--- config.mk ---
export PLATFORM = sky130hd
export DESIGN_NAME = ram_loader
export DESIGN_NICKNAME = d
export VERILOG_FILES = /design/src/rtl/ram_loader_pkg.sv /design/src/rtl/ram_loader.sv
export SDC_FILE = /design/constraint.sdc
export NUM_CORES = 1
export LEC_CHECK = 0
export BUFFER_PORTS_ARGS = -buffer_cell sky130_fd_sc_hd__buf_2
export CORE_UTILIZATION = 40
export CTS_CLUSTER_DIAMETER = 120
export DETAILED_ROUTE_END_ITERATION = 10
export PLACE_DENSITY = 0.7
export SYNTH_ARGS = -nofsm -noshare
export SYNTH_HDL_FRONTEND = slang
export SYNTH_SLANG_ARGS = --single-unit
--- constraint.sdc ---
create_clock -name Clk -period 2.1 [get_ports Clk]
set_clock_uncertainty 0.2 [all_clocks]
set_input_delay 0.42 -clock Clk [delete_from_list [all_inputs] [get_ports Clk]]
set_output_delay 0.42 -clock Clk [all_outputs]
set_load 0.02 [all_outputs]
--- src/rtl/ram_loader_pkg.sv ---
// ram_loader_pkg: default word and address widths shared by the loader and its users
package ram_loader_pkg;
    localparam int RL_ADDR_WIDTH = 4;
    localparam int RL_DATA_WIDTH = 16;
    localparam int RL_INST_WIDTH = 16;
endpackage

--- src/rtl/ram_loader.sv ---
// ram_loader: streams instruction/data pairs into RAM from address 0 and verifies
// every location by reading it back one cycle after the write.
module ram_loader
    import ram_loader_pkg::*;
#(
    parameter int ADDR_WIDTH = RL_ADDR_WIDTH,
    parameter int DATA_WIDTH = RL_DATA_WIDTH,
    parameter int INST_WIDTH = RL_INST_WIDTH
) (
    input  logic                  Clk,
    input  logic                  Rst_n,
    input  logic                  Start,
    input  logic [ADDR_WIDTH:0]   Load_Count,
    input  logic                  Load_Valid,
    output logic                  Load_Ready,
    input  logic [INST_WIDTH-1:0] Load_Inst,
    input  logic [DATA_WIDTH-1:0] Load_Data,
    output logic                  Ram_Inst_Write,
    output logic                  Ram_Data_Write,
    output logic                  Ram_Inst_Read,
    output logic                  Ram_Data_Read,
    output logic [ADDR_WIDTH-1:0] Ram_Addr,
    output logic [ADDR_WIDTH-1:0] Inst_Addr,
    output logic [INST_WIDTH-1:0] Ram_Inst_In,
    output logic [DATA_WIDTH-1:0] Ram_Data_In,
    input  logic [INST_WIDTH-1:0] Ram_Inst_Out,
    input  logic [DATA_WIDTH-1:0] Ram_Data_Out,
    output logic                  Busy,
    output logic                  Done,
    output logic                  Error,
    output logic [ADDR_WIDTH-1:0] Err_Addr
);
    typedef enum logic [2:0] {S_IDLE, S_WAIT, S_WRITE, S_READ, S_CHECK, S_DONE} state_t;

    // Counts beyond the RAM depth are clamped so the address never wraps
    localparam logic [ADDR_WIDTH:0] MAX_COUNT = {1'b1, {ADDR_WIDTH{1'b0}}};

    state_t                state_q, state_d;
    logic [ADDR_WIDTH:0]   count_q, count_d, addr_q, addr_d;
    logic [INST_WIDTH-1:0] inst_q, inst_d;
    logic [DATA_WIDTH-1:0] data_q, data_d;
    logic                  done_q, done_d, error_q, error_d;
    logic [ADDR_WIDTH-1:0] err_addr_q, err_addr_d;
    logic                  start_go, accept, mismatch;

    assign start_go = (state_q == S_IDLE) && Start;
    assign accept   = (state_q == S_WAIT) && Load_Valid;
    assign mismatch = (state_q == S_CHECK) && ((Ram_Inst_Out != inst_q) || (Ram_Data_Out != data_q));

    always_ff @(posedge Clk or negedge Rst_n) begin
        if (!Rst_n) state_q <= S_IDLE;
        else        state_q <= state_d;
    end

    always_comb begin
        state_d = state_q;
        case (state_q)
            S_IDLE:  if (Start) state_d = (Load_Count == '0) ? S_DONE : S_WAIT;
            S_WAIT:  if (Load_Valid) state_d = S_WRITE;
            S_WRITE: state_d = S_READ;
            S_READ:  state_d = S_CHECK;
            S_CHECK: state_d = (addr_q + 1'b1 == count_q) ? S_DONE : S_WAIT;
            default: state_d = S_IDLE;
        endcase
    end

    always_comb begin
        Load_Ready     = state_q == S_WAIT;
        Ram_Inst_Write = state_q == S_WRITE;
        Ram_Data_Write = state_q == S_WRITE;
        Ram_Inst_Read  = state_q == S_READ;
        Ram_Data_Read  = state_q == S_READ;
        Busy           = state_q inside {S_WAIT, S_WRITE, S_READ, S_CHECK};
        Ram_Addr       = addr_q[ADDR_WIDTH-1:0];
        Inst_Addr      = addr_q[ADDR_WIDTH-1:0];
        Ram_Inst_In    = inst_q;
        Ram_Data_In    = data_q;
        Done           = done_q;
        Error          = error_q;
        Err_Addr       = err_addr_q;
    end

    always_comb begin
        count_d    = start_go ? ((Load_Count > MAX_COUNT) ? MAX_COUNT : Load_Count) : count_q;
        addr_d     = start_go ? '0 : (state_q == S_CHECK) ? addr_q + 1'b1 : addr_q;
        inst_d     = accept ? Load_Inst : inst_q;
        data_d     = accept ? Load_Data : data_q;
        done_d     = (state_d == S_DONE) ? 1'b1 : start_go ? 1'b0 : done_q;
        error_d    = start_go ? 1'b0 : error_q | mismatch;
        // Only the first mismatch of a session is recorded
        err_addr_d = start_go ? '0 : (mismatch && !error_q) ? addr_q[ADDR_WIDTH-1:0] : err_addr_q;
    end

    always_ff @(posedge Clk or negedge Rst_n) begin
        if (!Rst_n) begin
            count_q    <= '0;
            addr_q     <= '0;
            inst_q     <= '0;
            data_q     <= '0;
            done_q     <= 1'b0;
            error_q    <= 1'b0;
            err_addr_q <= '0;
        end else begin
            count_q    <= count_d;
            addr_q     <= addr_d;
            inst_q     <= inst_d;
            data_q     <= data_d;
            done_q     <= done_d;
            error_q    <= error_d;
            err_addr_q <= err_addr_d;
        end
    end
endmodule

# Yosys cells after proc, flatten, opt, wreduce, memory -nomap -nowiden
# Index checks and enable logic that the tools add are counted.
[op_classes]
add_sub_neg = 1
magnitude_cmp = 1
n_eq_ne = 8
n_mux = 13
bitwise_logic = 1
reduce_logical = 12
[op_table]
columns = ["operator", "count"]
rows = [
  ["$ne A16 B16 Y1", 2],
  ["$mux W5", 3],
  ["$pmux W3 S5", 1],
  ["$mux W3", 4],
  ["$mux W4", 2],
  ["$eq A3 B2 Y1 const B", 2],
  ["$eq A3 B3 Y1 const B", 2],
  ["$reduce_bool A2 Y1", 3],
  ["$add A5 B1 Y5 const B", 1],
  ["$eq A5 B5 Y1", 1],
  ["$gt A5 B5 Y1 const B", 1],
  ["$logic_not A5 Y1", 1],
  ["$logic_and A1 B1 Y1", 4],
  ["$reduce_bool A4 Y1", 1],
  ["$eq A3 B1 Y1 const B", 1],
  ["$logic_not A3 Y1", 1],
  ["$mux W1", 3],
  ["$logic_not A1 Y1", 1],
  ["$logic_or A1 B1 Y1", 1],
  ["$or A1 B1 Y1", 1],
]
[totals]
register_bits = 51
word_cells = 44

# Logic depth before layout (Yosys ltp)
# Gate-level depths: netlist (run 1).
[depth]
depth_word = 6
ltp_mapped = 7
mapped_depth_nobuf = 6

# Worst setup path before layout (run 1)
# Ideal clock, no wire load.
[synth_timing]
kind = "register -> output"
start = "reg state_q[2]"
end = "out Ram_Inst_Write"
arrival_ns = 1.398
required_time_ns = 1.480
setup_slack_ns = 0.082
stages_incl_launch_ff = 4
n_path_buf = 2
cell_sequence = "dfrtp_1 -> buf_2 -> nor3b_1 -> buf_4"
[synth_via]
elab_chain_cells = 1
[synth_lines]
columns = ["element", "line_no", "text"]
rows = [
  ["from (decl)", "ram_loader.sv:38", "state_t state_q, state_d;"],
  ["from (signal assigned)", "ram_loader.sv:52", "else state_q <= state_d;"],
  ["$eq A3 B2 Y1", "n/a", ""],
  ["to (decl)", "ram_loader.sv:18", "output logic Ram_Inst_Write,"],
]
# No other way between the ends.

# Worst setup path after layout (run 1)
[layout_timing]
start = "reg state_q[0]"
end = "out Busy"
[layout_via]
elab_chain_cells = 2
elab_cells_between_ends = 5
[layout_lines]
columns = ["element", "line_no", "text"]
rows = [
  ["$eq A3 B1 Y1 (tied with other cells)", "ram_loader.sv:73", "Busy = state_q inside {S_WAIT, S_WRITE, S_READ, S_CHECK};"],
  ["$reduce_bool A4 Y1 *", "ram_loader.sv:73", ""],
  ["to (decl)", "ram_loader.sv:28", "output logic Busy,"],
]
# Every way passes the cells marked *; elsewhere a longest branch is shown, timed or not.

==> flow_summary.yaml, run 1 <==
die:
  die_h_um: 82.4
  coreArea_um2: 6060
  die_w_um: 82.4
  start_util: 0.426
  die-area_um2: 6780
  rows: 28
  ioPinCount: 125
setup_path:
  critical_path_arrival_ns: 1.32
  critPathLaunchType: "register"
  crit_type: "register to output port"
  required_ns: 1.48
  end_kind: "output port"
  worstReg2RegStart: "Ram_Inst_In[9]$_DFFE_PN0P_"
  crit_start: "state_q[0]$_DFF_PN0_"
  crit_fanout: 5
run_status:
  status: "finished, final reports clean"
global_routing:
  top_usage_layer: "met2"
  grt_max_degree: 36
  grt_pass1_vias: 1985
  use_met1: 0.223
  grt_use_met2: 0.304
  grt_usage: 0.184
  overflow: 0
  met3_usage: 0.0681
  antenna_found_initial: 0
  grt_pass1_wl_um: 9090
logic_synthesis:
  synth.distinct_cells: 33
  synth_fa_ha_area_frac: 0.00484
  syn_avg_cell_area_um2: 12.1
  synth-seq-cells: 51
  synth-compound-area-share: 0.0416
  synth_top_family_by_area: "multiplexers"
  synth_nets: 287
  synth_xor_area_frac: 0.139
  synth_simple_gate_area_share: 0.107
  async_flop_share: 1.00
  synthMuxAreaShare: 0.159
  synth_ff_type: "dfrtp_1"
  synth_cells: 213
  synth_area_um2: 2580
  ys_seq_area_frac: 0.494
  synth_warnings: 0
  synth-edff-count: 0
run:
  maxCapViolCount: 0
cts:
  htreeDepth: 2
  clock_sinks: 51
  clk_pin_slew_ns: 0.10
  cts_buffers: 5
  clock_latency_ns: 0.31
  cts_buffer_depth: 2
  clock_tree.root_cell: "clkbuf_8"
  tritoncts: "done"
route:
  vias: 1996
  drt-pass1-iter-count: 4
  drc: 0
  totalWireLength_um: 5840
  drtAntennaViolNets: 0
  avgViaCountPerCell: 4.84
  wl_per_cell_um: 14.2
  drt_first_iter_violations: 46
sta:
  tightest_slew_ns: 0.429
  rsz0062_at_grt: "no"
  slew_violations: 0
  period_minus_slack_ns: 1.94
  hold_viol: 0
  timing.slew.headroom: 0.712
  fmax_mhz: 514
  fin_crit_sh: 0.926
  finalSetupViolations: 0
  tns_ns: 0
  hold_ws_ns: 0.133
layout:
  seqCellArea_um2: 1280
  final_cell_mix: "buf_2, dfrtp_1, xor2_1"
  areaGrowthSynthToFinish_pct: 31.6
  antennaDiodeCount: 0
  postLayoutCoreUtil: 0.561
  fill_cells: 542
  multi_input_area_um2: 1190
  final_nets: 410
  final_common_cell: "buf_2"
  layout-drive-gt1-share: 0.537
  finish.instance_area_um2: 3400
placement:
  place_area_um2: 3250
  place.gp.congestion: 0.763
  portBuffers: 124
  hpwl_um: 4590
power_and_ir_drop:
  cellPowerDensity_nw_per_um2: 1420
  max-vdd-ir-drop_mv: 0.779
  leakagePower_nw: 1.71
hold_path:
  min_path_type: "primary input to register"
  min_from: "Load_Inst[10]"
==> cell usage after synthesis, types with 2 or more instances <==
cell type	count	area share
a22o_1	2	0.0068
and2_1	2	0.0048
buf_4	11	0.032
buf_6	3	0.013
dfrtp_1	51	0.49
inv_1	4	0.0058
mux2_2	33	0.14
mux2i_1	4	0.015
nand2_1	14	0.020
nand2b_1	5	0.012
nand3_1	2	0.0039
nand3b_1	2	0.0058
nand4_1	2	0.0048
nor2_1	4	0.0058
nor4_1	5	0.012
nor4_2	4	0.019
o21a_1	2	0.0058
o21ai_0	9	0.017
xnor2_1	5	0.017
xor2_1	36	0.12
==> per-layer routing <==
metal,vias to the layer above,part of all wire
li1,960,-
met1,947,0.43
met2,84,0.48
met3,5,0.082
met4,0,0.011
met5,-,0
==> sequential cells by signal (all words and copies together), names as in the netlist <==
name         count
addr_q           5
Ram_Inst_In     16
count_q          5
Done             1
Error            1
Err_Addr         4
state_q          3
Ram_Data_In     16
==> through the flow <==
stage / std cells / setup WS, ns / total power [mW]
finish: 412 / 0.155 / 4.82
global route: 412 / 0.0407 / 5.16
CTS: 412 / 0.0566 / 4.86
detailed placement: 403 / -0.0268 / 4.12
global placement: 403 / -0.0116 / 4.07
floorplan: 213 / 0.0822 / 3.39
==> worst max-delay path, stage by stage (launching register included) <==
cell	delay, ns
dfrtp_1	0.42
nor2_1	0.27
xnor2_1	0.15
buf_2	0.18
==> cell type report <==
cell class	count	share of cell area
Clock buffer	6	0.0243
Multi-Input combinational cell	142	0.349
Sequential cell	51	0.375
Timing Repair Buffer	132	0.208
Clock inverter	2	0.0114
Inverter	4	0.00442
Tap cell	75	0.0276
==> repair_timing <==
item                                    CTS  global route
hold buffers                              1             0
setup buffers                             0             0
endpoints found under the setup margin    0             6
resized for setup                         0             3
endpoints found under the hold margin    16             0
==> where the power goes <==
group	internal, mW	leakage [nW]	switching, mW
Sequential	1.41	0.632	0.381
Combinational	1.05	1.01	1.25
Clock	0.392	0.0618	0.339
==> worst paths after layout <==
check / endpoint / slack [ns] / depth (start not counted)
worst max-delay path: Busy / 0.16 / 3
worst min-delay path: Ram_Inst_In[10]$_DFFE_PN0P_ / 0.13 / 2
worst max register to register: Err_Addr[3]$_DFFE_PN0P_ / 0.16 / 5
worst min register to register: addr_q[4]$_DFFE_PN0P_ / 0.31 / 2
max in group asynchronous: addr_q[3]$_DFFE_PN0P_ / 0.78 / 3
min in group asynchronous: count_q[0]$_DFFE_PN0P_ / 0.38 / 2
==> kinds of logic after synthesis <==
group,Yosys count
mux,37
flops,51
xor+xnor,41
buf+inv,20
simple gates,46
fa+ha+maj,1
compound gates,17
Note: power is estimated with default switching activity, not from simulation.
==> run 2: changes to the inputs <==
Clock period 2.1 ns to 2 ns, I/O delays scaled along.
==> flow_summary.yaml, run 2 (synthesis results as in run 1) <==
placement:
  portBuffers: 124
  place.gp.congestion: 0.780
  place_area_um2: 3240
  hpwl_um: 4500
  placed_cells: 402
route:
  drt-pass1-iter-count: 4
  drt_first_iter_violations: 56
  drc: 0
  wl_per_cell_um: 14.0
  vias: 1984
  avgViaCountPerCell: 4.82
  drtAntennaViolNets: 0
  totalWireLength_um: 5770
power_and_ir_drop:
  switchingPower_mw: 2.07
  internal-power_mw: 2.82
  total_power_mw: 4.90
  max-vdd-ir-drop_mv: 0.811
  swShare: 0.423
  leakagePower_nw: 1.69
  power_frac_comb: 0.497
  cellPowerDensity_nw_per_um2: 1450
  seqPwrFrac: 0.382
  clkPwrFrac: 0.122
setup_path:
  critPathLaunchType: "register"
  crit_fanout: 3
  required_ns: 2.00
  critPathSlowestCell: "dfrtp_1"
  critical_path_arrival_ns: 1.92
  cpMostUsedCell: "o21a_1"
  reg2reg_depth: 6
  crit_chain: "xor2_1 > nor4_1 > nand4_1 > buf_4 > o21a_1 > o21a_1"
  cp_slowest_stage_delay_ns: 0.42
  crit_type: "register to register"
  end_kind: "register"
hold_path:
  min_path_type: "primary input to register"
  hold_path_depth: 2
sta:
  fin_crit_sh: 0.963
  fmax_mhz: 519
  slew_violations: 0
  tns_ns: 0
  rsz0062_at_grt: "yes"
  tightest_slew_ns: 0.454
  hold_viol: 0
  finalSetupViolations: 0
  period_minus_slack_ns: 1.93
  timing.slew.headroom: 0.695
layout:
  areaGrowthSynthToFinish_pct: 30.7
  finish.instance_area_um2: 3380
  final_nets: 410
  final_common_cell: "buf_2"
  final_cell_mix: "buf_2, dfrtp_1, xor2_1"
  layout-drive-gt1-share: 0.543
  final_cell_count_no_fill: 412
  antennaDiodeCount: 0
global_routing:
  overflow: 0
  antenna_found_initial: 0
  grt_max_degree: 52
  grt_pass1_vias: 1910
  grt_usage: 0.178
  grt_pass1_wl_um: 8810
cts:
  clock_latency_ns: 0.30
  cts_buffers: 5
  clk_pin_slew_ns: 0.10
  htreeDepth: 2
  clock_sinks: 51
  cts_buffer_depth: 2
  tritoncts: "done"
  clock_tree.root_cell: "clkbuf_8"
die:
  start_util: 0.426
  die-area_um2: 6780
  coreArea_um2: 6060
  die_h_um: 82.4
  ioPinCount: 125
  die_w_um: 82.4
  rows: 28
run_status:
  status: "finished, final reports clean"
run:
  maxCapViolCount: 0
## run 2: cell types whose count changed in the layout (fill, tap and decap cells not counted)
cell       change
clkinv_2       +2
clkbuf_8       -1
nor2_2         +1
nor4_1         -1
nor2_1         -1
nor4_2         +1
bufinv_16      -1
## run 2: what timing repair did
item                                   4_1_cts  5_1_grt
pin swaps                                    4        9
resized for setup                            3        2
hold buffers                                 1        0
setup endpoints to repair                    3        6
setup buffers                                0        1
endpoints found under the hold margin       51        0
## run 2: per-layer routing
layer  routed length (um)  part of all wire  GRT usage  vias to the layer above
li1                     -                 -          -                      964
met1                 2470              0.43      0.216                      935
met2                 2780              0.48      0.299                       81
met3                  473             0.082     0.0538                        4
met4                   46            0.0080     0.0579                        0
met5                    0                 0          0                        -
## run 2: path summary, 6_finish.rpt
check                                      startpoint                           to  slack (ns)
setup / recovery           Ram_Inst_In[2]$_DFFE_PN0P_              Error$_DFF_PN0_        0.07
hold / removal                          Load_Data[11]  Ram_Data_In[11]$_DFFE_PN0P_        0.12
setup reg to reg           Ram_Inst_In[2]$_DFFE_PN0P_              Error$_DFF_PN0_        0.07
hold reg to reg                count_q[3]$_DFFE_PN0P_       count_q[3]$_DFFE_PN0P_        0.31
max in group asynchronous                       Rst_n   Ram_Data_In[0]$_DFFE_PN0P_        0.94
min in group asynchronous                       Rst_n       count_q[0]$_DFFE_PN0P_        0.41
## run 2: final cells by class
cell class / count / area (um2)
tap: 75 / 93.8
clock inverter: 3 / 18.8
inverter: 4 / 15.0
sequential: 51 / 1280
clock buffer: 5 / 68.8
timing repair buffer: 132 / 708
multi-input combinational: 142 / 1190
fill: 534 / 2690
## run 2: per-stage QoR
stage / hold WS, ns / worst slack [ns] / utilization
5_1_grt: 0.110 / -0.0528 / 0.557
3_5_place_dp: 0.215 / -0.0891 / 0.535
3_3_place_gp: 0.215 / -0.0751 / 0.535
2_1_floorplan: -0.0956 / 0.00221 / -
6_report: 0.120 / 0.0746 / 0.557
4_1_cts: 0.108 / 0.00175 / 0.554
## run 2: power by group through the flow
| stage | clock network, mW | registers (mW) | logic, mW |
|---|---|---|---|
| floorplan | 0 | 2.27 | 1.29 |
| global placement | 0 | 1.87 | 2.40 |
| detailed placement | 0 | 1.88 | 2.44 |
| CTS | 0.623 | 1.87 | 2.46 |
| global route | 0.652 | 1.94 | 2.64 |
| finish | 0.596 | 1.87 | 2.43 |
## run 2: worst max-delay path: cells and delay by family, from the launching register on
family,cells,cell delay [ns]
AOI/OAI and AO/OA,2,0.32
xor gates and xnor gates,1,0.15
buffers and inverters,1,0.19
DFF,1,0.42
and+or+nand+nor,2,0.55
